File: src/rtl/trng_entropy_collector.sv
// trng32 consumer: warm-up, periodic sampling, repetition-count health test,
// round-robin pool tagging. Optional XOR folding: TRNG_COLLECTOR_XORFOLD_EN.
module trng_entropy_collector #(
   parameter int unsigned WARMUP_CYCLES = 64,
   parameter int unsigned SAMPLE_DIV    = 16,
   parameter int unsigned REP_LIMIT     = 4,
   parameter int unsigned NUM_POOLS     = 32
) (
   input  logic        clk,
   input  logic        rst,
   input  logic        enable,
   output logic        trng_en,
   input  logic [31:0] trng_r,
   output logic        ev_valid,
   input  logic        ev_ready,
   output logic [31:0] ev_data,
   output logic [4:0]  ev_pool,
   output logic        health_fail
);

   localparam logic [31:0] WARM_LAST = 32'(WARMUP_CYCLES - 1);
   localparam logic [31:0] DIV_LAST  = 32'(SAMPLE_DIV - 1);
   localparam logic [31:0] REP_LIM   = 32'(REP_LIMIT);
   localparam logic [4:0]  POOL_LAST = 5'(NUM_POOLS - 1);

   typedef enum logic [2:0] {
      IDLE, WARMUP, GAP, OUT, FAIL
   } state_t;

   state_t      state_q;
   logic [31:0] cnt_q;
   logic [31:0] rep_q;
   logic        rep_vld_q;
   logic [31:0] last_q;
   logic [31:0] data_q;
   logic [4:0]  pool_q;
   logic        valid_q;
   logic        en_q;
   logic        fail_q;
`ifdef TRNG_COLLECTOR_XORFOLD_EN
   logic [31:0] half_q;
   logic        half_vld_q;
`endif

   logic [31:0] rep_d;
   logic        rep_trip;

   always_comb begin
      rep_d = 32'd1;
      if (rep_vld_q && trng_r == last_q)
         rep_d = rep_q + 32'd1;
      rep_trip = (rep_d >= REP_LIM);
   end

   always_ff @(posedge clk) begin
      if (rst) begin
         state_q   <= IDLE;
         cnt_q     <= '0;
         rep_q     <= '0;
         rep_vld_q <= 1'b0;
         last_q    <= '0;
         data_q    <= '0;
         pool_q    <= '0;
         valid_q   <= 1'b0;
         en_q      <= 1'b0;
         fail_q    <= 1'b0;
`ifdef TRNG_COLLECTOR_XORFOLD_EN
         half_q     <= '0;
         half_vld_q <= 1'b0;
`endif
      end else begin
         unique case (state_q)
            IDLE: begin
               if (enable) begin
                  state_q <= WARMUP;
                  cnt_q   <= '0;
                  en_q    <= 1'b1;
               end
            end
            WARMUP: begin
               if (!enable) begin
                  state_q <= IDLE;
                  en_q    <= 1'b0;
               end else if (cnt_q == WARM_LAST) begin
                  state_q <= GAP;
                  cnt_q   <= '0;
               end else begin
                  cnt_q <= cnt_q + 32'd1;
               end
            end
            GAP: begin
               if (!enable) begin
                  state_q <= IDLE;
                  en_q    <= 1'b0;
               end else if (cnt_q == DIV_LAST) begin
                  rep_q     <= rep_d;
                  rep_vld_q <= 1'b1;
                  last_q    <= trng_r;
                  cnt_q     <= '0;
                  if (rep_trip) begin
                     state_q <= FAIL;
                     en_q    <= 1'b0;
                     fail_q  <= 1'b1;
                  end else begin
`ifdef TRNG_COLLECTOR_XORFOLD_EN
                     // first half of a fold is parked, second emits
                     if (!half_vld_q) begin
                        half_q     <= trng_r;
                        half_vld_q <= 1'b1;
                     end else begin
                        half_vld_q <= 1'b0;
                        data_q     <= half_q ^ trng_r;
                        valid_q    <= 1'b1;
                        state_q    <= OUT;
                     end
`else
                     data_q  <= trng_r;
                     valid_q <= 1'b1;
                     state_q <= OUT;
`endif
                  end
               end else begin
                  cnt_q <= cnt_q + 32'd1;
               end
            end
            OUT: begin
               if (ev_ready) begin
                  valid_q <= 1'b0;
                  pool_q  <= (pool_q == POOL_LAST) ? 5'd0 : pool_q + 5'd1;
                  cnt_q   <= '0;
                  if (enable) begin
                     state_q <= GAP;
                  end else begin
                     state_q <= IDLE;
                     en_q    <= 1'b0;
                  end
               end
            end
            default: begin
               en_q    <= 1'b0;
               valid_q <= 1'b0;
               fail_q  <= 1'b1;
            end
         endcase
      end
   end

   assign trng_en     = en_q;
   assign ev_valid    = valid_q;
   assign ev_data     = data_q;
   assign ev_pool     = pool_q;
   assign health_fail = fail_q;

endmodule
File: config.mk
export PLATFORM = sky130hd
export DESIGN_NAME = trng_entropy_collector
export DESIGN_NICKNAME = d
export VERILOG_FILES = /design/src/rtl/trng_entropy_collector.sv
export SDC_FILE = /design/constraint.sdc
export NUM_CORES = 1
export LEC_CHECK = 0
export ABC_CLOCK_PERIOD_IN_PS = 3950
export CORE_ASPECT_RATIO = 0.9
export CORE_UTILIZATION = 53
export CTS_CLUSTER_DIAMETER = 150
export CTS_CLUSTER_SIZE = 30
export DETAILED_ROUTE_END_ITERATION = 10
export PLACE_DENSITY = 0.76
export SYNTH_ARGS = -nofsm -noshare
export SYNTH_HDL_FRONTEND = slang
export SYNTH_SLANG_ARGS = --single-unit
export TNS_END_PERCENT = 50
File: constraint.sdc
create_clock -name clk -period 3.95 [get_ports clk]
set_clock_uncertainty 0.05 [all_clocks]
set_input_delay 0.79 -clock clk [delete_from_list [all_inputs] [get_ports clk]]
set_output_delay 0.79 -clock clk [all_outputs]
set_load 0.02 [all_outputs]
# Word level (Yosys, flattened, before mapping)
# Index checks and enable logic that the tools add are counted.
[totals]
wordCells = 81
output_inout_bits = 40
reg_bits = 140
[classes]
eq_ne = 17
n_lt_le_gt_ge = 1
n_mux = 34
n_reduce_logical = 13
addsub = 3
bitwise = 3
[ops]
columns = ["operator", "n"]
rows = [
  ["$mux W32", 7],
  ["$pmux W32 S4", 1],
  ["$add A32 B1 Y32 const B", 2],
  ["$eq A32 B32 Y1", 1],
  ["$eq A32 B4 Y1 const B", 1],
  ["$eq A32 B6 Y1 const B", 1],
  ["$ge A32 B3 Y1 const B", 1],
  ["$mux W3", 7],
  ["$reduce_and A5 Y1", 3],
  ["$ne A2 B2 Y1 const B", 7],
  ["$mux W1", 13],
  ["$pmux W3 S4", 1],
  ["$reduce_and A4 Y1", 3],
  ["$ne A3 B3 Y1 const B", 3],
  ["$eq A3 B2 Y1 const B", 2],
  ["$add A5 B1 Y5 const B", 1],
  ["$eq A5 B5 Y1 const B", 1],
  ["$mux W5", 1],
  ["$pmux W1 S4", 1],
  ["$reduce_bool A4 Y1", 1],
  ["$eq A3 B1 Y1 const B", 1],
  ["$logic_not A3 Y1", 1],
  ["$not A1 Y1", 3],
  ["$pmux W1 S3", 1],
  ["other kinds (7)", 7],
]

# Depth between registers and ports, before layout
# Gate-level depths: netlist of the first run.
[depth]
ltp_word = 8
mapped_depth = 14

# Worst setup path before layout of the first run
# Ideal clock, no wire load.
[synth_path]
path_kind = "register to register"
start = "reg rep_q[0]"
end = "reg valid_q, in the netlist ev_valid"
arrival_time_ps = 3097
setup_ps = 100
stages_incl_launch_ff = 14
path_slack_ps = 703
path_buffers = 3
path_cell_list = "dfxtp_1 ha_1 clkbuf_2 nand3_1 or4_1 buf_2 nor4_4 nand4_1 xor2_1 and4b_1 a31o_1 buf_4 nand4_4 a2111oi_4"
[synth_between]
elab_chain_cells = 5
[synth_rtl]
columns = ["element", "line_no", "rtl"]
rows = [
  ["start, declared", "32", "logic [31:0] rep_q;"],
  ["start signal, assigned", "96", "rep_q <= rep_d;"],
  ["$add A32 B1 Y32", "51", "rep_d = rep_q + 32'd1;"],
  ["$mux W32", "50", "if (rep_vld_q && trng_r == last_q)"],
  ["$ge A32 B3 Y1", "52", "rep_trip = (rep_d >= REP_LIM);"],
  ["$ne A2 B2 Y1 (no line)", "-", ""],
  ["$reduce_and A5 Y1 (no line)", "-", ""],
  ["end signal, assigned", "64", "valid_q <= 1'b0;"],
  ["end signal, assigned", "118", "valid_q <= 1'b1;"],
  ["end signal, assigned", "128", "valid_q <= 1'b0;"],
  ["end, declared", "37", "logic valid_q;"],
]
# Every way passes these cells.
# A chain may end at the register's enable or synchronous reset.

# Worst setup path in the final report of the first run
[layout_path]
start = "reg rep_q[0]"
end = "reg data_q[4], in the netlist ev_data[4]"
[layout_between]
elab_chain_cells = 5
[layout_rtl]
columns = ["element", "line_no", "rtl"]
rows = [
  ["$add A32 B1 Y32", "51", ""],
  ["$mux W32", "50", ""],
  ["$ge A32 B3 Y1", "52", ""],
  ["$not A1 Y1 (no line)", "-", ""],
  ["$reduce_and A4 Y1 (no line)", "-", ""],
  ["end signal, assigned", "117", "data_q <= trng_r;"],
  ["end, declared", "35", "logic [31:0] data_q;"],
]
# Every way passes these cells.

==> impl_table.tex, run 1 <==
\begin{tabular}{lr}
\hline
Metric & Value \\
\hline
\multicolumn{2}{l}{\textbf{Status}} \\
\quad Run status & completed \\
\multicolumn{2}{l}{\textbf{Place}} \\
\quad Final weighted congestion in routability-driven placement & 0.885 \\
\quad Final HPWL from detailed placement & 11,500 µm \\
\quad Total of buffers placed on input and output ports & 75 \\
\quad Cell total after placement & 1,102 \\
\quad Post-placement cell area & 0.00794 mm² \\
\quad Post-Place Setup Slack & 265 ps \\
\multicolumn{2}{l}{\textbf{Worst setup path}} \\
\quad Setup slack on the worst flop-to-flop path & 300 ps \\
\quad Origin of the critical flop-to-flop path & rep\_q[0] \\
\quad Worst r2r dst & ev\_data[4] \\
\quad Crit. End Element & flop \\
\quad Critical path launch point type & flop \\
\quad Critical path class & reg2reg \\
\quad Critical Path Max Stage Delay & 580 ps \\
\quad Cell-by-cell listing of the critical path & ha\_1 > nand3\_1 > or4\_1 > nor4\_4 > nand4\_1 > xor2\_1 > and4b\_1 > a31o\_1 > buf\_12 > nand3\_1 > a21oi\_1 \\
\quad Worst-path fanout max & 33 \\
\quad Data arrival time of the worst path & around 3900 ps \\
\quad Worst path required time & 4240 ps \\
\quad Cell at the slowest stage of the critical path & sky130\_fd\_sc\_hd\_\_or4\_1 \\
\quad Worst reg-to-reg path cell count & 11 \\
\quad Critical path buffers and inverters & 1 \\
\quad Most Frequent Cell on Critical Path & sky130\_fd\_sc\_hd\_\_nand3\_1 \\
\quad Kind of cell with the highest combined delay on the critical path & simple AND/OR/NAND/NOR gates \\
\multicolumn{2}{l}{\textbf{Power}} \\
\quad Pleak & $\sim$2.8 nW \\
\quad Cell internal power dissipation & between 2 and 2.5 mW \\
\quad Sw Ratio & 22.9\% \\
\quad Flop pwr share & 45.7\% \\
\quad Clock power frac & 49.2\% \\
\quad NetSw & 714 µW \\
\quad Peak ir drop on the vdd network & about 0.3 mV \\
\quad Combinational fraction of design power & 5.0\% \\
\quad Power density over the cells & $\sim$370 mW/mm² \\
\multicolumn{2}{l}{\textbf{Drt}} \\
\quad WL per Instance & 15.8 µm \\
\quad Via count of the routed design & 6,659 \\
\quad Final ANT Viol Nets & 0 \\
\quad Ratio of routed vias to standard cells & 5.87 \\
\quad Number of search-and-repair iterations in the first detailed-routing pass & 5 \\
\quad Total Wirelength & 17,900 µm \\
\quad DRC violations left & 0 \\
\quad Violation count after the first detailed-route iteration & 621 \\
\multicolumn{2}{l}{\textbf{Logic synthesis}} \\
\quad Syn avg cell area & 7.80 µm² \\
\quad Cell count after synthesis & 907 \\
\quad \#FFs+latches synth & 140 \\
\quad Synthesized area & 0.00707 mm² \\
\quad Commonest register cell after synthesis & sky130\_fd\_sc\_hd\_\_dfxtp\_1 \\
\quad Ys async rst share & 0\% \\
\quad Number of flops mapped to enable cells by yosys & 0 \\
\quad Synth unique cells & 58 \\
\quad Area contributors post-synth & sky130\_fd\_sc\_hd\_\_dfxtp\_1 40\%, sky130\_fd\_sc\_hd\_\_a21oi\_1 8.2\%, sky130\_fd\_sc\_hd\_\_nand2\_1 5.6\% \\
\quad Most area-hungry cell type in the Yosys netlist & sky130\_fd\_sc\_hd\_\_dfxtp\_1 \\
\quad Sequential fraction of the synthesis area & 39.6\% \\
\quad Syn Nets & 947 \\
\quad Fraction of synthesized cell area taken by the top area cell type & roughly two fifths \\
\quad Synthesis Warnings & 0 \\
\multicolumn{2}{l}{\textbf{GRT}} \\
\quad Sum of overflow across all layers after global routing & 0 \\
\quad Number of global-route vias before repair & 6,008 \\
\quad Maximum number of pins on one net before global-route repair & 85 \\
\quad GRT Total Usage & 26.4\% \\
\quad Number of antenna violations at the first check in global routing & 0 \\
\quad First-pass GRT wire length & 29,100 µm \\
\multicolumn{2}{l}{\textbf{Floorplanning}} \\
\quad Die outline width & 124 µm \\
\quad Die Footprint & between 0.01 and 0.015 mm² \\
\quad Core Rows & 39 \\
\quad Number of top-level pins & 76 \\
\quad Die extent in y & 112 µm \\
\quad Initial Utilization & 55.1\% \\
\quad Core Region & 0.0128 mm² \\
\multicolumn{2}{l}{\textbf{STA}} \\
\quad Worst slew margin relative to its limit & between 40\% and 50\% \\
\quad Setup repair after global routing missed its margin & no \\
\quad Count of final setup violators & 0 \\
\quad Achievable frequency & 0.274 GHz \\
\quad Final-report max-slew violation count & 0 \\
\quad Number of endpoints with negative hold slack in the final report & 0 \\
\quad Worst slew pin tran & 868 ps \\
\quad Total negative slack & 0 ps \\
\quad Worst-case hold slack & 417 ps \\
\quad Portion of the clock cycle consumed by the worst path in the final layout & 92.3\% \\
\quad Final setup margin & 303 ps \\
\quad Clock period minus worst slack & 3650 ps \\
\multicolumn{2}{l}{\textbf{Clock network}} \\
\quad CTS Buf Count & 17 \\
\quad CTS clock-pin slew for the worst setup and hold paths & 60 ps \\
\quad Maximum clock path buffer count & 2 \\
\quad CTS Root Buffer Type & sky130\_fd\_sc\_hd\_\_clkbuf\_16 \\
\quad Total number of clock tree sinks & 140 \\
\quad Clock tree from TritonCTS & built \\
\quad Buffer count from post-CTS setup fixing & 0 \\
\quad Worst-Skew Late Latency & 420 ps \\
\quad H-tree levels & 4 \\
\multicolumn{2}{l}{\textbf{Cells and area}} \\
\quad Total non-filler cell area in the finished layout & 0.00852 mm² \\
\quad Cell Count, Final, Fillers Out & 1,134 \\
\quad Synthesis-to-layout area growth & 20.4\% \\
\quad Layout cells sized above 1 & 7.42\% \\
\quad Nets & 998 \\
\quad Ant. Diodes & 0 \\
\quad Number of fill cells & 1,089 \\
\multicolumn{2}{l}{\textbf{Hold path}} \\
\quad Number of cells on the worst hold path & 2 \\
\quad Hold path endpoint & last\_q[18] \\
\quad Hold Path Class & reg2reg \\
\quad Min-delay src & last\_q[18] \\
\multicolumn{2}{l}{\textbf{Run}} \\
\quad Max Cap Violations & 0 \\
\hline
\end{tabular}
[flip-flops by register name, indices dropped and copies added, names as in the netlist]
signal       cells
rep_vld_q        1
state_q          3
rep_q           32
ev_pool          5
ev_valid         1
trng_en          1
health_fail      1
last_q          32
cnt_q           32
ev_data         32
[logic make-up after synthesis]
family,Yosys count,share of synthesized area (%)
and+or+nand+nor,396,28.9
AOI/OAI and AO/OA,215,16.7
DFF,140,39.6
buffers and inverters,76,4.35
xor gates and xnor gates,69,8.54
muxes,7,1.17
adders and majority gates,4,0.707
[Yosys cell counts (9+ instances only)]
library cell               instances
sky130_fd_sc_hd__a21oi_1         116
sky130_fd_sc_hd__and3_1           14
sky130_fd_sc_hd__buf_2            12
sky130_fd_sc_hd__clkbuf_1         43
sky130_fd_sc_hd__dfxtp_1         140
sky130_fd_sc_hd__inv_1            14
sky130_fd_sc_hd__nand2_1         106
sky130_fd_sc_hd__nand3_1          61
sky130_fd_sc_hd__nand3b_1          9
sky130_fd_sc_hd__nand4_1          27
sky130_fd_sc_hd__nor2_1           86
sky130_fd_sc_hd__nor3_1           19
sky130_fd_sc_hd__nor4_1           19
sky130_fd_sc_hd__o21ai_0          70
sky130_fd_sc_hd__or3_1            10
sky130_fd_sc_hd__xnor2_1          40
sky130_fd_sc_hd__xor2_1           29
[power by group through the flow]
stage	clock network, mW	registers (mW)	logic, mW
after floorplan	0	1.45	0.0889
after global placement	0	1.46	0.154
after detailed placement	0	1.46	0.154
after CTS	1.55	1.43	0.156
after global routing	1.62	1.43	0.169
final	1.54	1.43	0.156
[per-stage QoR]
step	utilization, %	power, mW
floorplan	-	1.54
global placement	61.9	1.61
detailed placement	61.9	1.61
CTS	66.2	3.14
global route	66.4	3.22
finish	66.4	3.12
[worst max-delay path by stage]
| stage | start | end | slack [ps] | cells past startpoint |
|---|---|---|---|---|
| floorplan | rep_q[0] | ev_valid | 700 | 13 |
| finish | rep_q[0] | ev_data[4] | 300 | 11 |
| detailed placement | trng_r[1] | ev_data[7] | 270 | 8 |
| global route | rep_q[0] | ev_data[18] | 100 | 10 |
| global placement | trng_r[1] | ev_data[19] | 320 | 8 |
| CTS | rep_q[0] | ev_data[7] | 260 | 10 |
[per-layer routing]
metal / wire length (µm) / global-route usage [%] / up-vias
met5: 0 / 0 / -
met4: 252 / 7.79 / 0
met3: 1270 / 6.92 / 26
met2: 8010 / 39.8 / 229
met1: 8370 / 36.7 / 3105
li1: - / - / 3299
[worst min-delay path: stages, from the launching register on]
cell                      delay (ps)
sky130_fd_sc_hd__dfxtp_1         320
sky130_fd_sc_hd__nand2_1          50
sky130_fd_sc_hd__a21oi_1          50
[cell type report]
class	instances	area (µm²)	area share (%)
Multi-Input combinational cell	692	3990	46.9
Clock inverter	11	121	1.42
Inverter	14	52.6	0.617
Tap cell	164	205	2.41
Timing Repair Buffer	93	908	10.7
Clock buffer	20	437	5.13
Sequential cell	140	2800	32.9
[what timing repair did]
item | in CTS | in global routing
setup endpoints to repair | 0 | 15
gates resized for setup | 0 | 1
hold buffers | 0 | 0
[cell usage in the layout, fill, tap and decap left out, types with 4 or more instances in the layout]
cell type,instances
sky130_fd_sc_hd__dfxtp_1,140
sky130_fd_sc_hd__a21oi_1,116
sky130_fd_sc_hd__nand2_1,106
sky130_fd_sc_hd__nor2_1,86
sky130_fd_sc_hd__clkdlybuf4s50_1,74
sky130_fd_sc_hd__o21ai_0,70
sky130_fd_sc_hd__nand3_1,61
sky130_fd_sc_hd__xnor2_1,40
sky130_fd_sc_hd__xor2_1,29
sky130_fd_sc_hd__nand4_1,27
sky130_fd_sc_hd__nor3_1,19
sky130_fd_sc_hd__nor4_1,19
sky130_fd_sc_hd__clkbuf_16,17
sky130_fd_sc_hd__buf_4,17
sky130_fd_sc_hd__and3_1,14
sky130_fd_sc_hd__inv_1,14
sky130_fd_sc_hd__nand3b_1,9
sky130_fd_sc_hd__or3_1,9
sky130_fd_sc_hd__a31oi_1,8
sky130_fd_sc_hd__or2_2,6
sky130_fd_sc_hd__and2_1,6
sky130_fd_sc_hd__mux2i_1,6
sky130_fd_sc_hd__nor2b_1,6
sky130_fd_sc_hd__or4_1,4
sky130_fd_sc_hd__ha_1,4
sky130_fd_sc_hd__clkinv_2,4
No activity file was read; power rests on OpenSTA's default activity.
==> run 2, diff against run 1 <==
--- a/config.mk
+++ b/config.mk
@@ -7,11 +7,11 @@
 export LEC_CHECK = 0
 export ABC_CLOCK_PERIOD_IN_PS = 3950
 export CORE_ASPECT_RATIO = 0.9
-export CORE_UTILIZATION = 53
+export CORE_UTILIZATION = 57
 export CTS_CLUSTER_DIAMETER = 150
 export CTS_CLUSTER_SIZE = 30
 export DETAILED_ROUTE_END_ITERATION = 10
-export PLACE_DENSITY = 0.76
+export PLACE_DENSITY = 0.8
 export SYNTH_ARGS = -nofsm -noshare
 export SYNTH_HDL_FRONTEND = slang
 export SYNTH_SLANG_ARGS = --single-unit
==> run 2 against run 1 <==
Effect of this change:
- sequential share of layout area is 0.11 points lower
- largest power group unchanged
- wire length is 4.4% lower
- via count is 1.1% lower
- critical path type unchanged
==> impl_table.tex, run 2 (synthesis results as in run 1) <==
\begin{tabular}{lr}
\hline
Metric & Value \\
\hline
\multicolumn{2}{l}{\textbf{Floorplanning}} \\
\quad Die outline width & 119 µm (was 124 µm) \\
\quad Initial Utilization & 58.6\% (was 55.1\%) \\
\quad Number of top-level pins & 76 (unchanged) \\
\quad Core Region & 0.0121 mm² (was 0.0128 mm²) \\
\quad Die Footprint & 0.0129 mm² (was 0.0138 mm²) \\
\quad Core Rows & 38 (was 39) \\
\quad Die extent in y & 108 µm (was 112 µm) \\
\multicolumn{2}{l}{\textbf{Cells and area}} \\
\quad Ant. Diodes & 0 (unchanged) \\
\quad Cell Count, Final, Fillers Out & 1,127 (was 1,134) \\
\quad Most common library cell in the layout ignoring fill and taps & sky130\_fd\_sc\_hd\_\_dfxtp\_1 (unchanged) \\
\quad Most frequent cells in the layout & 140 x sky130\_fd\_sc\_hd\_\_dfxtp\_1, 116 x sky130\_fd\_sc\_hd\_\_a21oi\_1, 106 x sky130\_fd\_sc\_hd\_\_nand2\_1 (unchanged) \\
\quad Layout cells sized above 1 & 7.14\% (was 7.42\%) \\
\quad Nets & 995 (was 998) \\
\quad Synthesis-to-layout area growth & 20.8\% (was 20.4\%) \\
\multicolumn{2}{l}{\textbf{Drt}} \\
\quad Final ANT Viol Nets & 0 (unchanged) \\
\quad Violation count after the first detailed-route iteration & 603 (was 621) \\
\quad Number of search-and-repair iterations in the first detailed-routing pass & 6 (was 5) \\
\quad Total Wirelength & 17,100 µm (was 17,900 µm) \\
\quad DRC violations left & 0 (unchanged) \\
\quad Via count of the routed design & 6,587 (was 6,659) \\
\quad WL per Instance & 15.2 µm (was 15.8 µm) \\
\quad Ratio of routed vias to standard cells & 5.84 (was 5.87) \\
\multicolumn{2}{l}{\textbf{STA}} \\
\quad Portion of the clock cycle consumed by the worst path in the final layout & 94.0\% (was 92.3\%) \\
\quad Worst slew margin relative to its limit & 45.8\% (was 42.2\%) \\
\quad Worst slew pin tran & 812 ps (was 868 ps) \\
\quad Clock period minus worst slack & 3710 ps (was 3650 ps) \\
\quad Setup repair after global routing missed its margin & no (unchanged) \\
\quad Count of final setup violators & 0 (unchanged) \\
\quad Final-report max-slew violation count & 0 (unchanged) \\
\quad Achievable frequency & 0.269 GHz (was 0.274 GHz) \\
\quad Number of endpoints with negative hold slack in the final report & 0 (unchanged) \\
\quad Final setup margin & 239 ps (was 303 ps) \\
\quad Total negative slack & 0 ps (unchanged) \\
\multicolumn{2}{l}{\textbf{Worst setup path}} \\
\quad Cell-by-cell listing of the critical path & ha\_1 > nand3\_1 > or4\_1 > nor4\_4 > nand4\_1 > xor2\_1 > and4b\_1 > a31oi\_4 > o21ai\_0 > a21oi\_1 (was ha\_1 > nand3\_1 > or4\_1 > nor4\_4 > nand4\_1 > xor2\_1 > and4b\_1 > a31o\_1 > buf\_12 > nand3\_1 > a21oi\_1) \\
\quad Worst-path fanout max & 33 (unchanged) \\
\quad Critical path launch point type & flop (unchanged) \\
\quad Critical Path Max Stage Delay & 680 ps (was 580 ps) \\
\quad Cell at the slowest stage of the critical path & sky130\_fd\_sc\_hd\_\_a31oi\_4 (was sky130\_fd\_sc\_hd\_\_or4\_1) \\
\quad Data arrival time of the worst path & 4020 ps (was 3940 ps) \\
\quad Worst path required time & 4250 ps (was 4240 ps) \\
\quad Crit. End Element & flop (unchanged) \\
\quad Critical path class & reg2reg (unchanged) \\
\multicolumn{2}{l}{\textbf{GRT}} \\
\quad Met3 usage & 5.72\% (was 6.92\%) \\
\quad Number of global-route vias before repair & 5,811 (was 6,008) \\
\quad Sum of overflow across all layers after global routing & 0 (unchanged) \\
\quad Number of antenna violations at the first check in global routing & 0 (unchanged) \\
\quad Maximum number of pins on one net before global-route repair & 72 (was 85) \\
\quad First-pass GRT wire length & 28,000 µm (was 29,100 µm) \\
\quad Most used routing layer & met2 (unchanged) \\
\quad GR Layer Usage met1 & 36.7\% (about the same) \\
\quad GRT Total Usage & 27.2\% (was 26.4\%) \\
\quad Met2 GRT Util & 43.2\% (was 39.8\%) \\
\multicolumn{2}{l}{\textbf{Power}} \\
\quad Power, Total & 3.26 mW (was 3.12 mW) \\
\quad Power density over the cells & 381 mW/mm² (was 367 mW/mm²) \\
\quad Pleak & 2.85 nW (was 2.83 nW) \\
\quad Peak ir drop on the vdd network & 0.344 mV (was 0.295 mV) \\
\multicolumn{2}{l}{\textbf{Clock network}} \\
\quad H-tree levels & 4 (unchanged) \\
\quad CTS Buf Count & 17 (unchanged) \\
\quad Maximum clock path buffer count & 2 (unchanged) \\
\quad Count of hold buffers inserted by post-cts repair & 0 (unchanged) \\
\quad CTS clock-pin slew for the worst setup and hold paths & 60 ps (about the same) \\
\quad Clock tree from TritonCTS & built (unchanged) \\
\quad Worst-Skew Late Latency & 430 ps (was 420 ps) \\
\quad Total number of clock tree sinks & 140 (unchanged) \\
\quad Buffer count from post-CTS setup fixing & 0 (unchanged) \\
\quad Cells resized by post-CTS repair & 0 (unchanged) \\
\quad CTS Root Buffer Type & sky130\_fd\_sc\_hd\_\_clkbuf\_16 (unchanged) \\
\multicolumn{2}{l}{\textbf{Place}} \\
\quad Total of buffers placed on input and output ports & 75 (unchanged) \\
\quad Cell total after placement & 1,096 (was 1,102) \\
\quad Final HPWL from detailed placement & 11,100 µm (was 11,500 µm) \\
\quad Final weighted congestion in routability-driven placement & 0.846 (was 0.885) \\
\quad Post-Place Setup Slack & 240 ps (was 265 ps) \\
\multicolumn{2}{l}{\textbf{Run}} \\
\quad Max Cap Violations & 0 (unchanged) \\
\multicolumn{2}{l}{\textbf{Status}} \\
\quad Run status & completed (unchanged) \\
\multicolumn{2}{l}{\textbf{Hold path}} \\
\quad Hold Path Class & reg2reg (unchanged) \\
\hline
\end{tabular}
-- run 2: cell type report --
cell class,count,area [µm²]
fillers,952,3530
repair buffers,91,906
well taps,160,200
multi-input cells,691,3970
clock inverters,10,165
clock buffers,21,450
flip-flops and latches,140,2800
inverters,14,52.6
-- run 2: power by group --
part           internal (mW)  switching, mW
combinational         0.0673         0.0882
clock                   1.07          0.603
sequential              1.42        0.00984
total                   2.56          0.701
-- run 2: worst max-delay path: cells and delay by family, from the launching register on --
family | cells | cell delay (ps)
AO/OA/AOI/OAI | 3 | 1130
XOR/XNOR | 1 | 180
AND/OR/NAND/NOR | 5 | 1510
flip-flops | 1 | 410
adder cells (fa/ha/maj) | 1 | 320
-- run 2: worst paths after layout --
| path | cells past startpoint | start | end | slack, ps |
|---|---|---|---|---|
| worst max-delay path | 10 | rep_q[0] | ev_data[14] | 240 |
| worst min-delay path | 2 | last_q[9] | last_q[9] | 420 |
| worst max register to register | 10 | rep_q[0] | ev_data[14] | 240 |
| worst min register to register | 2 | last_q[9] | last_q[9] | 420 |
-- run 2: through the flow --
stage / hold WS, ps / area, µm² / util (%)
6_report: 417 / 8550 / 70.8
5_1_grt: 432 / 8550 / 70.8
4_1_cts: 419 / 8550 / 70.8
3_5_place_dp: 406 / 7930 / 65.7
3_3_place_gp: 393 / 7930 / 65.7
2_1_floorplan: 382 / 7070 / -
-- run 2: per-layer routing --
metal | routed length (µm) | vias to the layer above
met3 | 949 | 23
li1 | - | 3305
met5 | 0 | -
met2 | 7790 | 179
met4 | 233 | 0
met1 | 8150 | 3080
